### src/rtl/fetch_if.sv
// Fetch-stage bus: memory handshake, hazard/redirect controls and IF/ID outputs.
// The master side belongs to fetch_unit; the slave side is the surrounding pipeline.
interface fetch_if #(
    parameter int unsigned CNT_W = 32
);
    logic              ihit;
    logic [31:0]       imemload;
    logic              imemREN_in;
    logic              pcen;
    logic              hazen;
    logic              flush;
    logic [2:0]        pcsrc;
    logic [31:0]       branch_target;
    logic [31:0]       jump_target;
    logic [31:0]       jr_target;
    logic              halt;
    logic [31:0]       imemaddr;
    logic              imemREN;
    logic [31:0]       ifid_instr;
    logic [31:0]       ifid_npc;
    logic              ifid_valid;
    logic [4:0]        ifid_rs;
    logic [4:0]        ifid_rt;
    logic [CNT_W-1:0]  fetch_count;
    logic              halted;

    modport master (
        input  ihit, imemload, imemREN_in, pcen, hazen, flush, pcsrc,
               branch_target, jump_target, jr_target, halt,
        output imemaddr, imemREN, ifid_instr, ifid_npc, ifid_valid,
               ifid_rs, ifid_rt, fetch_count, halted
    );

    modport slave (
        output ihit, imemload, imemREN_in, pcen, hazen, flush, pcsrc,
               branch_target, jump_target, jr_target, halt,
        input  imemaddr, imemREN, ifid_instr, ifid_npc, ifid_valid,
               ifid_rs, ifid_rt, fetch_count, halted
    );
endinterface

### src/rtl/fetch_unit.sv
// MIPS instruction-fetch stage: PC register, redirect mux, IF/ID register,
// fetch counter and a RUN/HALTED state machine.
module fetch_unit #(
    parameter logic [31:0] PC_INIT = 32'h0000_0000,
    parameter int unsigned CNT_W   = 32
) (
    input  logic      CLK,
    input  logic      RST,
    fetch_if.master   bus
);
    localparam int unsigned XLEN = 32;
    localparam logic [0:0] RUN    = 1'b0;
    localparam logic [0:0] HALTED = 1'b1;

    logic [0:0]      state_q, state_d;
    logic [XLEN-1:0] pc_q, pc_d;
    logic [XLEN-1:0] instr_q, instr_d;
    logic [XLEN-1:0] npc_q, npc_d;
    logic            valid_q, valid_d;
    logic [CNT_W-1:0] cnt_q, cnt_d;

    logic [XLEN-1:0] npc_c;
    logic [XLEN-1:0] target_c;
    logic            stop_c;

    // State registers; reset takes effect immediately
    always_ff @(posedge CLK or posedge RST) begin
        if (RST) begin
            state_q <= RUN;
            pc_q    <= PC_INIT;
            instr_q <= '0;
            npc_q   <= '0;
            valid_q <= 1'b0;
            cnt_q   <= '0;
        end else begin
            state_q <= state_d;
            pc_q    <= pc_d;
            instr_q <= instr_d;
            npc_q   <= npc_d;
            valid_q <= valid_d;
            cnt_q   <= cnt_d;
        end
    end

    always_comb begin
        state_d  = state_q;
        pc_d     = pc_q;
        instr_d  = instr_q;
        npc_d    = npc_q;
        valid_d  = valid_q;
        cnt_d    = cnt_q;
        npc_c    = pc_q + XLEN'(4);
        target_c = npc_c;

        // A halt arriving this cycle already freezes the stage, beating any flush
        stop_c = (state_q == HALTED) || bus.halt;

        if (state_q == RUN && bus.halt) begin
            state_d = HALTED;
        end

        case (bus.pcsrc)
            3'd1:    target_c = bus.branch_target;
            3'd2:    target_c = bus.jump_target;
            3'd3:    target_c = bus.jr_target;
            default: target_c = npc_c;
        endcase

        if (!stop_c) begin
            if (bus.flush) begin
                pc_d = target_c;
            end else if (bus.ihit && bus.pcen) begin
                pc_d = npc_c;
            end
        end

        if (stop_c || bus.flush) begin
            instr_d = '0;
            npc_d   = '0;
            valid_d = 1'b0;
        end else if (bus.hazen) begin
            instr_d = instr_q;
        end else if (bus.ihit) begin
            instr_d = bus.imemload;
            npc_d   = npc_c;
            valid_d = 1'b1;
            cnt_d   = cnt_q + CNT_W'(1);
        end else begin
            instr_d = '0;
            npc_d   = '0;
            valid_d = 1'b0;
        end
    end

    assign bus.imemaddr    = pc_q;
    assign bus.imemREN     = (state_q == RUN) && bus.imemREN_in && !RST;
    assign bus.ifid_instr  = instr_q;
    assign bus.ifid_npc    = npc_q;
    assign bus.ifid_valid  = valid_q;
    assign bus.ifid_rs     = instr_q[25:21];
    assign bus.ifid_rt     = instr_q[20:16];
    assign bus.fetch_count = cnt_q;
    assign bus.halted      = (state_q == HALTED);
endmodule

### src/flat_wrapper.sv
// flat-port wrapper written by rule: the top's interface ports become plain ports
module fetch_unit_flat 
#(
    parameter logic [31:0] PC_INIT = 32'h0000_0000,
    parameter int unsigned CNT_W   = 32
)
  (CLK, RST, bus_ihit, bus_imemload, bus_imemREN_in, bus_pcen, bus_hazen, bus_flush, bus_pcsrc, bus_branch_target, bus_jump_target, bus_jr_target, bus_halt, bus_imemaddr, bus_imemREN, bus_ifid_instr, bus_ifid_npc, bus_ifid_valid, bus_ifid_rs, bus_ifid_rt, bus_fetch_count, bus_halted);
  fetch_if #(.CNT_W(CNT_W)) bus_i ();
  input  logic CLK;
  input  logic RST;
  input wire logic [$bits(bus_i.ihit)-1:0] bus_ihit;
  input wire logic [$bits(bus_i.imemload)-1:0] bus_imemload;
  input wire logic [$bits(bus_i.imemREN_in)-1:0] bus_imemREN_in;
  input wire logic [$bits(bus_i.pcen)-1:0] bus_pcen;
  input wire logic [$bits(bus_i.hazen)-1:0] bus_hazen;
  input wire logic [$bits(bus_i.flush)-1:0] bus_flush;
  input wire logic [$bits(bus_i.pcsrc)-1:0] bus_pcsrc;
  input wire logic [$bits(bus_i.branch_target)-1:0] bus_branch_target;
  input wire logic [$bits(bus_i.jump_target)-1:0] bus_jump_target;
  input wire logic [$bits(bus_i.jr_target)-1:0] bus_jr_target;
  input wire logic [$bits(bus_i.halt)-1:0] bus_halt;
  output wire logic [$bits(bus_i.imemaddr)-1:0] bus_imemaddr;
  output wire logic [$bits(bus_i.imemREN)-1:0] bus_imemREN;
  output wire logic [$bits(bus_i.ifid_instr)-1:0] bus_ifid_instr;
  output wire logic [$bits(bus_i.ifid_npc)-1:0] bus_ifid_npc;
  output wire logic [$bits(bus_i.ifid_valid)-1:0] bus_ifid_valid;
  output wire logic [$bits(bus_i.ifid_rs)-1:0] bus_ifid_rs;
  output wire logic [$bits(bus_i.ifid_rt)-1:0] bus_ifid_rt;
  output wire logic [$bits(bus_i.fetch_count)-1:0] bus_fetch_count;
  output wire logic [$bits(bus_i.halted)-1:0] bus_halted;
  assign bus_i.ihit = bus_ihit;
  assign bus_i.imemload = bus_imemload;
  assign bus_i.imemREN_in = bus_imemREN_in;
  assign bus_i.pcen = bus_pcen;
  assign bus_i.hazen = bus_hazen;
  assign bus_i.flush = bus_flush;
  assign bus_i.pcsrc = bus_pcsrc;
  assign bus_i.branch_target = bus_branch_target;
  assign bus_i.jump_target = bus_jump_target;
  assign bus_i.jr_target = bus_jr_target;
  assign bus_i.halt = bus_halt;
  assign bus_imemaddr = bus_i.imemaddr;
  assign bus_imemREN = bus_i.imemREN;
  assign bus_ifid_instr = bus_i.ifid_instr;
  assign bus_ifid_npc = bus_i.ifid_npc;
  assign bus_ifid_valid = bus_i.ifid_valid;
  assign bus_ifid_rs = bus_i.ifid_rs;
  assign bus_ifid_rt = bus_i.ifid_rt;
  assign bus_fetch_count = bus_i.fetch_count;
  assign bus_halted = bus_i.halted;
  fetch_unit #(.PC_INIT(PC_INIT), .CNT_W(CNT_W)) u_core (.CLK(CLK), .RST(RST), .bus(bus_i));
endmodule
### config.mk
export PLATFORM = sky130hd
export DESIGN_NAME = fetch_unit_flat
export DESIGN_NICKNAME = d
export VERILOG_FILES = /design/src/rtl/fetch_if.sv /design/src/rtl/fetch_unit.sv /design/src/flat_wrapper.sv
export SDC_FILE = /design/constraint.sdc
export NUM_CORES = 1
export LEC_CHECK = 0
export BUFFER_PORTS_ARGS = -buffer_cell sky130_fd_sc_hd__clkbuf_2
export CAP_MARGIN = 20
export CORE_ASPECT_RATIO = 1.5
export CORE_MARGIN = 5
export CORE_UTILIZATION = 40
export CTS_CLUSTER_DIAMETER = 200
export CTS_CLUSTER_SIZE = 28
export DETAILED_ROUTE_END_ITERATION = 8
export HOLD_SLACK_MARGIN = 0.06
export PLACE_DENSITY = 0.68
export SYNTH_ARGS = -nofsm -noshare
export SYNTH_HDL_FRONTEND = slang
export SYNTH_SLANG_ARGS = --single-unit
### constraint.sdc
create_clock -name CLK -period 5.64 [get_ports CLK]
set_clock_uncertainty 0.15 [all_clocks]
set_input_delay 1.128 -clock CLK [delete_from_list [all_inputs] [get_ports CLK]]
set_output_delay 1.128 -clock CLK [all_outputs]
set_load 0.03 [all_outputs]
; After elaboration in Yosys (flattened, before gate mapping)
; Index checks and enable logic that the tools add are counted.
[classes]
add_sub_neg = 2
eq_ne = 4
mux = 12
n_bitwise = 4
reduce_logical = 10
[op_table]
columns = cell, count
row1 = $mux 32, 8
row2 = $pmux 32 s3, 1
row3 = $add 32x1->32 const B, 1
row4 = $add 32x3->32 const B, 1
row5 = $eq 3x2->1 const B, 2
row6 = $logic_and 1x1->1, 4
row7 = $not 1->1, 4
row8 = $eq 3x1->1 const B, 1
row9 = $mux 1, 3
row10 = $reduce_and 3->1, 1
row11 = $logic_or 1x1->1, 2
row12 = $ne 2x1->1 const B, 1
row13 = $reduce_and 2->1, 1
row14 = $reduce_bool 2->1, 1
row15 = $logic_not 1->1, 1
[word_totals]
regBits = 130
in_bits = 139
output_inout_bits = 141

; Depth between registers and ports, before layout
[logic_depth]
word_depth = 4
ltp_mapped = 8

; Least setup slack after synthesis
; No wires, ideal clock.
[synth_timing]
path_kind = input to output
from = input port bus_imemREN_in
to = output port bus_imemREN
arrival_time_ps = 1859
t_required_ps = 4362
path_slack_ps = 2503
path_stages = 1
n_path_buf = 0
path_cell_list = nor3b_1
[synth_between]
elab_chain_len = 2
[synth_rtl]
columns = item, line_no
row1 = "start, declared", flat_wrapper.sv:13  ; input wire logic [$bits(bus_i.imemREN_in)-1:0] bus_imemREN_in;
row2 = $logic_and 1x1->1 (2 in a row), fetch_unit.sv:96  ; assign bus.imemREN = (state_q == RUN) && bus.imemREN_in && !RST;
row3 = "end, declared", flat_wrapper.sv:23  ; output wire logic [$bits(bus_i.imemREN)-1:0] bus_imemREN;
; No other way between the ends.

; Worst setup path after layout
[layout_timing]
from = input port bus_pcsrc[0]
to = register u_core.pc_q[4], in the netlist u_core.bus.imemaddr[4]
[layout_between]
elab_chain_len = 3
[layout_rtl]
columns = item, line_no
row1 = "start, declared", flat_wrapper.sv:17  ; input wire logic [$bits(bus_i.pcsrc)-1:0] bus_pcsrc;
row2 = $eq 3x2->1 / $eq 3x1->1 (equally long branches), fetch_unit.sv:62  ; case (bus.pcsrc)
row3 = $pmux 32 s3 *, fetch_unit.sv:62
row4 = $mux 32 *, fetch_unit.sv:70  ; if (bus.flush) begin
row5 = "end signal, assigned", fetch_unit.sv:37  ; pc_q <= pc_d;
row6 = "end, declared", fetch_unit.sv:16  ; logic [XLEN-1:0] pc_q, pc_d;
; Every way passes the cells marked *; elsewhere a longest branch is shown, timed or not.
; A chain may end at the register's enable or synchronous reset.

==> flow_summary.html <==
<table>
<tr><th>Metric</th><th>Value</th></tr>
<tr><th colspan="2">Synth</th></tr>
<tr><td>Number of synthesized register bits</td><td>130</td></tr>
<tr><td>Count of warnings emitted by yosys</td><td>0</td></tr>
<tr><td>Mean area per synthesized cell</td><td>10.1 sq um</td></tr>
<tr><td>Post-synthesis net count</td><td>806</td></tr>
<tr><td>Count of unique library cells instantiated by Yosys</td><td>52</td></tr>
<tr><td>Mapped Area</td><td>6730 sq um</td></tr>
<tr><td>Number of cells produced by synthesis</td><td>665</td></tr>
<tr><td>Post-synthesis sequential area ratio</td><td>0.484</td></tr>
<tr><td>Most common flop cell mapped by yosys</td><td>dfrtp_1</td></tr>
<tr><td>Asr flop ratio synth</td><td>1.00</td></tr>
<tr><td>EDFF count, synth</td><td>0</td></tr>
<tr><th colspan="2">Routing</th></tr>
<tr><td>Residual DRC count</td><td>0</td></tr>
<tr><td>WL final</td><td>20700 um</td></tr>
<tr><td>DR pass1 iterations</td><td>4</td></tr>
<tr><td>Count of routing violations after the opening detailed-route iteration</td><td>491</td></tr>
<tr><td>Count of vias placed by the detailed router</td><td>6067</td></tr>
<tr><td>Residual antenna-violating net count after detailed routing</td><td>0</td></tr>
<tr><td>Wirelength per Cell</td><td>18.1 um</td></tr>
<tr><td>Routed vias/inst</td><td>5.31</td></tr>
<tr><th colspan="2">Floorplan</th></tr>
<tr><td>Floorplan die width</td><td>116 um</td></tr>
<tr><td>I/O Pins</td><td>280</td></tr>
<tr><td>Area of the core</td><td>16700 sq um</td></tr>
<tr><td>Die Ht</td><td>169 um</td></tr>
<tr><td>Floorplan row count</td><td>58</td></tr>
<tr><td>Area of the die</td><td>19600 sq um</td></tr>
<tr><td>Starting density of the core</td><td>0.403</td></tr>
<tr><th colspan="2">Clock network</th></tr>
<tr><td>Clock-pin slew of the registers on the worst-case setup and hold paths</td><td>60 ps</td></tr>
<tr><td>Buffer depth of the longest clock path</td><td>2</td></tr>
<tr><td>Post-CTS setup buffer count</td><td>0</td></tr>
<tr><td>Hold-fix buffer count after cts</td><td>0</td></tr>
<tr><td>Latest clock arrival within the worst-skew pair</td><td>400 ps</td></tr>
<tr><td>Total of cells resized after clock tree synthesis</td><td>0</td></tr>
<tr><td>H-tree depth reported by CTS</td><td>4</td></tr>
<tr><td>TritonCTS buffer count</td><td>17</td></tr>
<tr><td>Buffer type at the clock tree root</td><td>clkbuf_16</td></tr>
<tr><td>Total clock sinks</td><td>130</td></tr>
<tr><td>CTS tree</td><td>done</td></tr>
<tr><th colspan="2">Place</th></tr>
<tr><td>Routability congestion estimate from global placement</td><td>0.838</td></tr>
<tr><td>HPWL reported at the end of detailed placement</td><td>15900 um</td></tr>
<tr><td>Buffers on Ports</td><td>279</td></tr>
<tr><td>Post-place instance area</td><td>8220 sq um</td></tr>
<tr><th colspan="2">Global route</th></tr>
<tr><td>Via count of the first global-routing pass</td><td>6228</td></tr>
<tr><td>First-pass GRT wire length</td><td>33000 um</td></tr>
<tr><td>Maximum number of pins on one net before global-route repair</td><td>88</td></tr>
<tr><td>Leftover overflow at the end of global routing</td><td>0</td></tr>
<tr><td>GRT Total Usage</td><td>0.211</td></tr>
<tr><td>Initial antenna violation count</td><td>0</td></tr>
<tr><th colspan="2">Pwr</th></tr>
<tr><td>Switching power</td><td>0.568 mW</td></tr>
<tr><td>Leakage</td><td>4.42 nW</td></tr>
<tr><td>Power per Cell Area</td><td>256 nW/um^2</td></tr>
<tr><td>Worst supply voltage drop on vdd</td><td>0.193 mV</td></tr>
<tr><td>Clock network fraction of design power</td><td>0.456</td></tr>
<tr><td>Sequential power share</td><td>0.439</td></tr>
<tr><td>Logic gate share of total power</td><td>0.105</td></tr>
<tr><td>Internal power</td><td>1.69 mW</td></tr>
<tr><td>Tot Pwr</td><td>2.26 mW</td></tr>
<tr><td>Sw Ratio</td><td>0.251</td></tr>
<tr><th colspan="2">Final layout</th></tr>
<tr><td>Most common cell after layout, fill and taps aside</td><td>clkbuf_2</td></tr>
<tr><td>Ant diodes</td><td>0</td></tr>
<tr><td>Commonest non-fill, non-tap cells in the layout</td><td>clkbuf_2 (279), dfrtp_1 (130), nand2_1 (83)</td></tr>
<tr><td>Final-layout fill cell count</td><td>1608</td></tr>
<tr><td>Cell area after layout</td><td>8830 sq um</td></tr>
<tr><td>Area Growth Syn to Fin</td><td>31.3%</td></tr>
<tr><td>Final nets</td><td>1062</td></tr>
<tr><td>Ratio of cells with drive above 1 in the final layout</td><td>0.390</td></tr>
<tr><th colspan="2">Critical path</th></tr>
<tr><td>Path depth of the worst reg2reg path</td><td>5</td></tr>
<tr><td>Data required, critical path</td><td>5810 ps</td></tr>
<tr><td>Setup Crit Path Kind</td><td>input port to flip-flop</td></tr>
<tr><td>Arrival @ worst endpoint</td><td>3140 ps</td></tr>
<tr><td>Worst Setup Start Kind</td><td>input port</td></tr>
<tr><td>Critical Path Fanout Max</td><td>23</td></tr>
<tr><td>Crit. End Element</td><td>flip-flop</td></tr>
<tr><th colspan="2">Timing</th></tr>
<tr><td>Hold violation count in the final report</td><td>0</td></tr>
<tr><td>Remaining max-slew budget at the tightest pin</td><td>0.400</td></tr>
<tr><td>TNS Setup</td><td>0 ps</td></tr>
<tr><td>Post-layout min period</td><td>2970 ps</td></tr>
<tr><td>Transition time at the pin with the least slew margin</td><td>896 ps</td></tr>
<tr><td>Setup repair after global routing missed its margin</td><td>no</td></tr>
<tr><td>Final setup violation count</td><td>0</td></tr>
<tr><td>Number of slew-limit violations in the final report</td><td>0</td></tr>
<tr><td>Period Utilization, post-route</td><td>0.527</td></tr>
<tr><td>FMAX</td><td>336 MHz</td></tr>
<tr><th colspan="2">Hold path</th></tr>
<tr><td>Hold WC Path Type</td><td>flip-flop to flip-flop</td></tr>
<tr><td>Cell depth of the worst hold path</td><td>1</td></tr>
<tr><th colspan="2">Outcome</th></tr>
<tr><td>Outcome</td><td>completed</td></tr>
<tr><th colspan="2">Flow run</th></tr>
<tr><td>Max-cap viol count</td><td>0</td></tr>
</table>
## final cells by class
type / instances / area, sq um / area share
repair buffers: 289 / 1500 / 0.170
clock inverters: 12 / 118 / 0.0133
well taps: 210 / 263 / 0.0298
clock buffers: 19 / 433 / 0.0490
inverters: 9 / 38.8 / 0.00439
multi-input cells: 474 / 3220 / 0.365
flip-flops and latches: 130 / 3250 / 0.368
## power by group through the flow
| stage | clock network, mW | logic (mW) | registers, mW |
|---|---|---|---|
| floorplan | 0 | 0.106 | 1.03 |
| global placement | 0 | 0.237 | 1.01 |
| detailed placement | 0 | 0.238 | 1.01 |
| CTS | 1.05 | 0.239 | 0.992 |
| global route | 1.10 | 0.263 | 0.996 |
| finish | 1.03 | 0.238 | 0.993 |
## kinds of logic after synthesis
kind of cell,share of synthesized area
buf+inv,0.0413
flops,0.484
fa+ha+maj,0.00372
compound gates,0.182
simple gates,0.159
mux,0.0534
xor+xnor,0.0768
## sequential cells by signal (all words and copies together) (netlist names)
| name | cells |
|---|---|
| u_core.bus.halted | 1 |
| u_core.bus.ifid_valid | 1 |
| u_core.bus.ifid_instr | 32 |
| u_core.bus.fetch_count | 32 |
| u_core.bus.imemaddr | 32 |
| u_core.bus.ifid_npc | 32 |
## critical path, stage by stage
cell and delay, ps:
clkbuf_2 460, nor2b_2 840, a22oi_1 220, o21ai_0 180, o21ai_0 100, a22oi_1 180
## routing by layer
layer | GRT usage | up-vias | part of all wire
met5 | 0 | - | 0
met4 | 0.0757 | 0 | 0.026
met3 | 0.0393 | 31 | 0.058
met2 | 0.365 | 239 | 0.52
met1 | 0.261 | 2876 | 0.39
li1 | - | 2921 | -
## Yosys cell counts, types with 7 or more instances
cell type,number,area [sq um]
nor3_1,7,35.0
a22o_1,36,315
dfrtp_1,130,3250
xor2_1,24,210
buf_2,9,45.0
nand2_1,83,312
mux2i_1,10,100
nand3_1,25,125
a221oi_1,7,61.3
and4_1,8,70.1
clkbuf_1,27,101
nor2_1,26,97.6
nand4_1,15,93.8
and3_1,12,75.1
a22oi_1,12,90.1
mux2_2,23,259
buf_4,10,75.1
inv_1,9,33.8
a21oi_1,26,130
o21ai_0,56,280
xnor2_1,35,307
## stage by stage
| step | setup WS, ps | utilization | hold WS [ps] | cells |
|---|---|---|---|---|
| finish | 2670 | 0.529 | 318 | 1143 |
| global route | 2400 | 0.529 | 352 | 1143 |
| CTS | 2520 | 0.525 | 328 | 1139 |
| detailed placement | 2090 | 0.492 | 317 | 1108 |
| global placement | 2180 | 0.492 | 313 | 1108 |
| floorplan | 893 | - | 500 | 665 |
## worst paths after layout
path	from	end	slack, ps
min in group asynchronous	RST	u_core.bus.imemaddr[28]$_DFFE_PP0P_	750
setup reg to reg	u_core.bus.halted$_DFFE_PP0P_	u_core.bus.imemaddr[24]$_DFFE_PP0P_	3100
hold reg to reg	u_core.bus.fetch_count[31]$_DFFE_PP0P_	u_core.bus.fetch_count[31]$_DFFE_PP0P_	320
max in group asynchronous	RST	u_core.bus.ifid_npc[3]$_DFFE_PP0P_	3520
setup / recovery	bus_pcsrc[0]	u_core.bus.imemaddr[4]$_DFFE_PP0P_	2670
hold / removal	u_core.bus.fetch_count[31]$_DFFE_PP0P_	u_core.bus.fetch_count[31]$_DFFE_PP0P_	320
No activity file was read; power rests on OpenSTA's default activity.
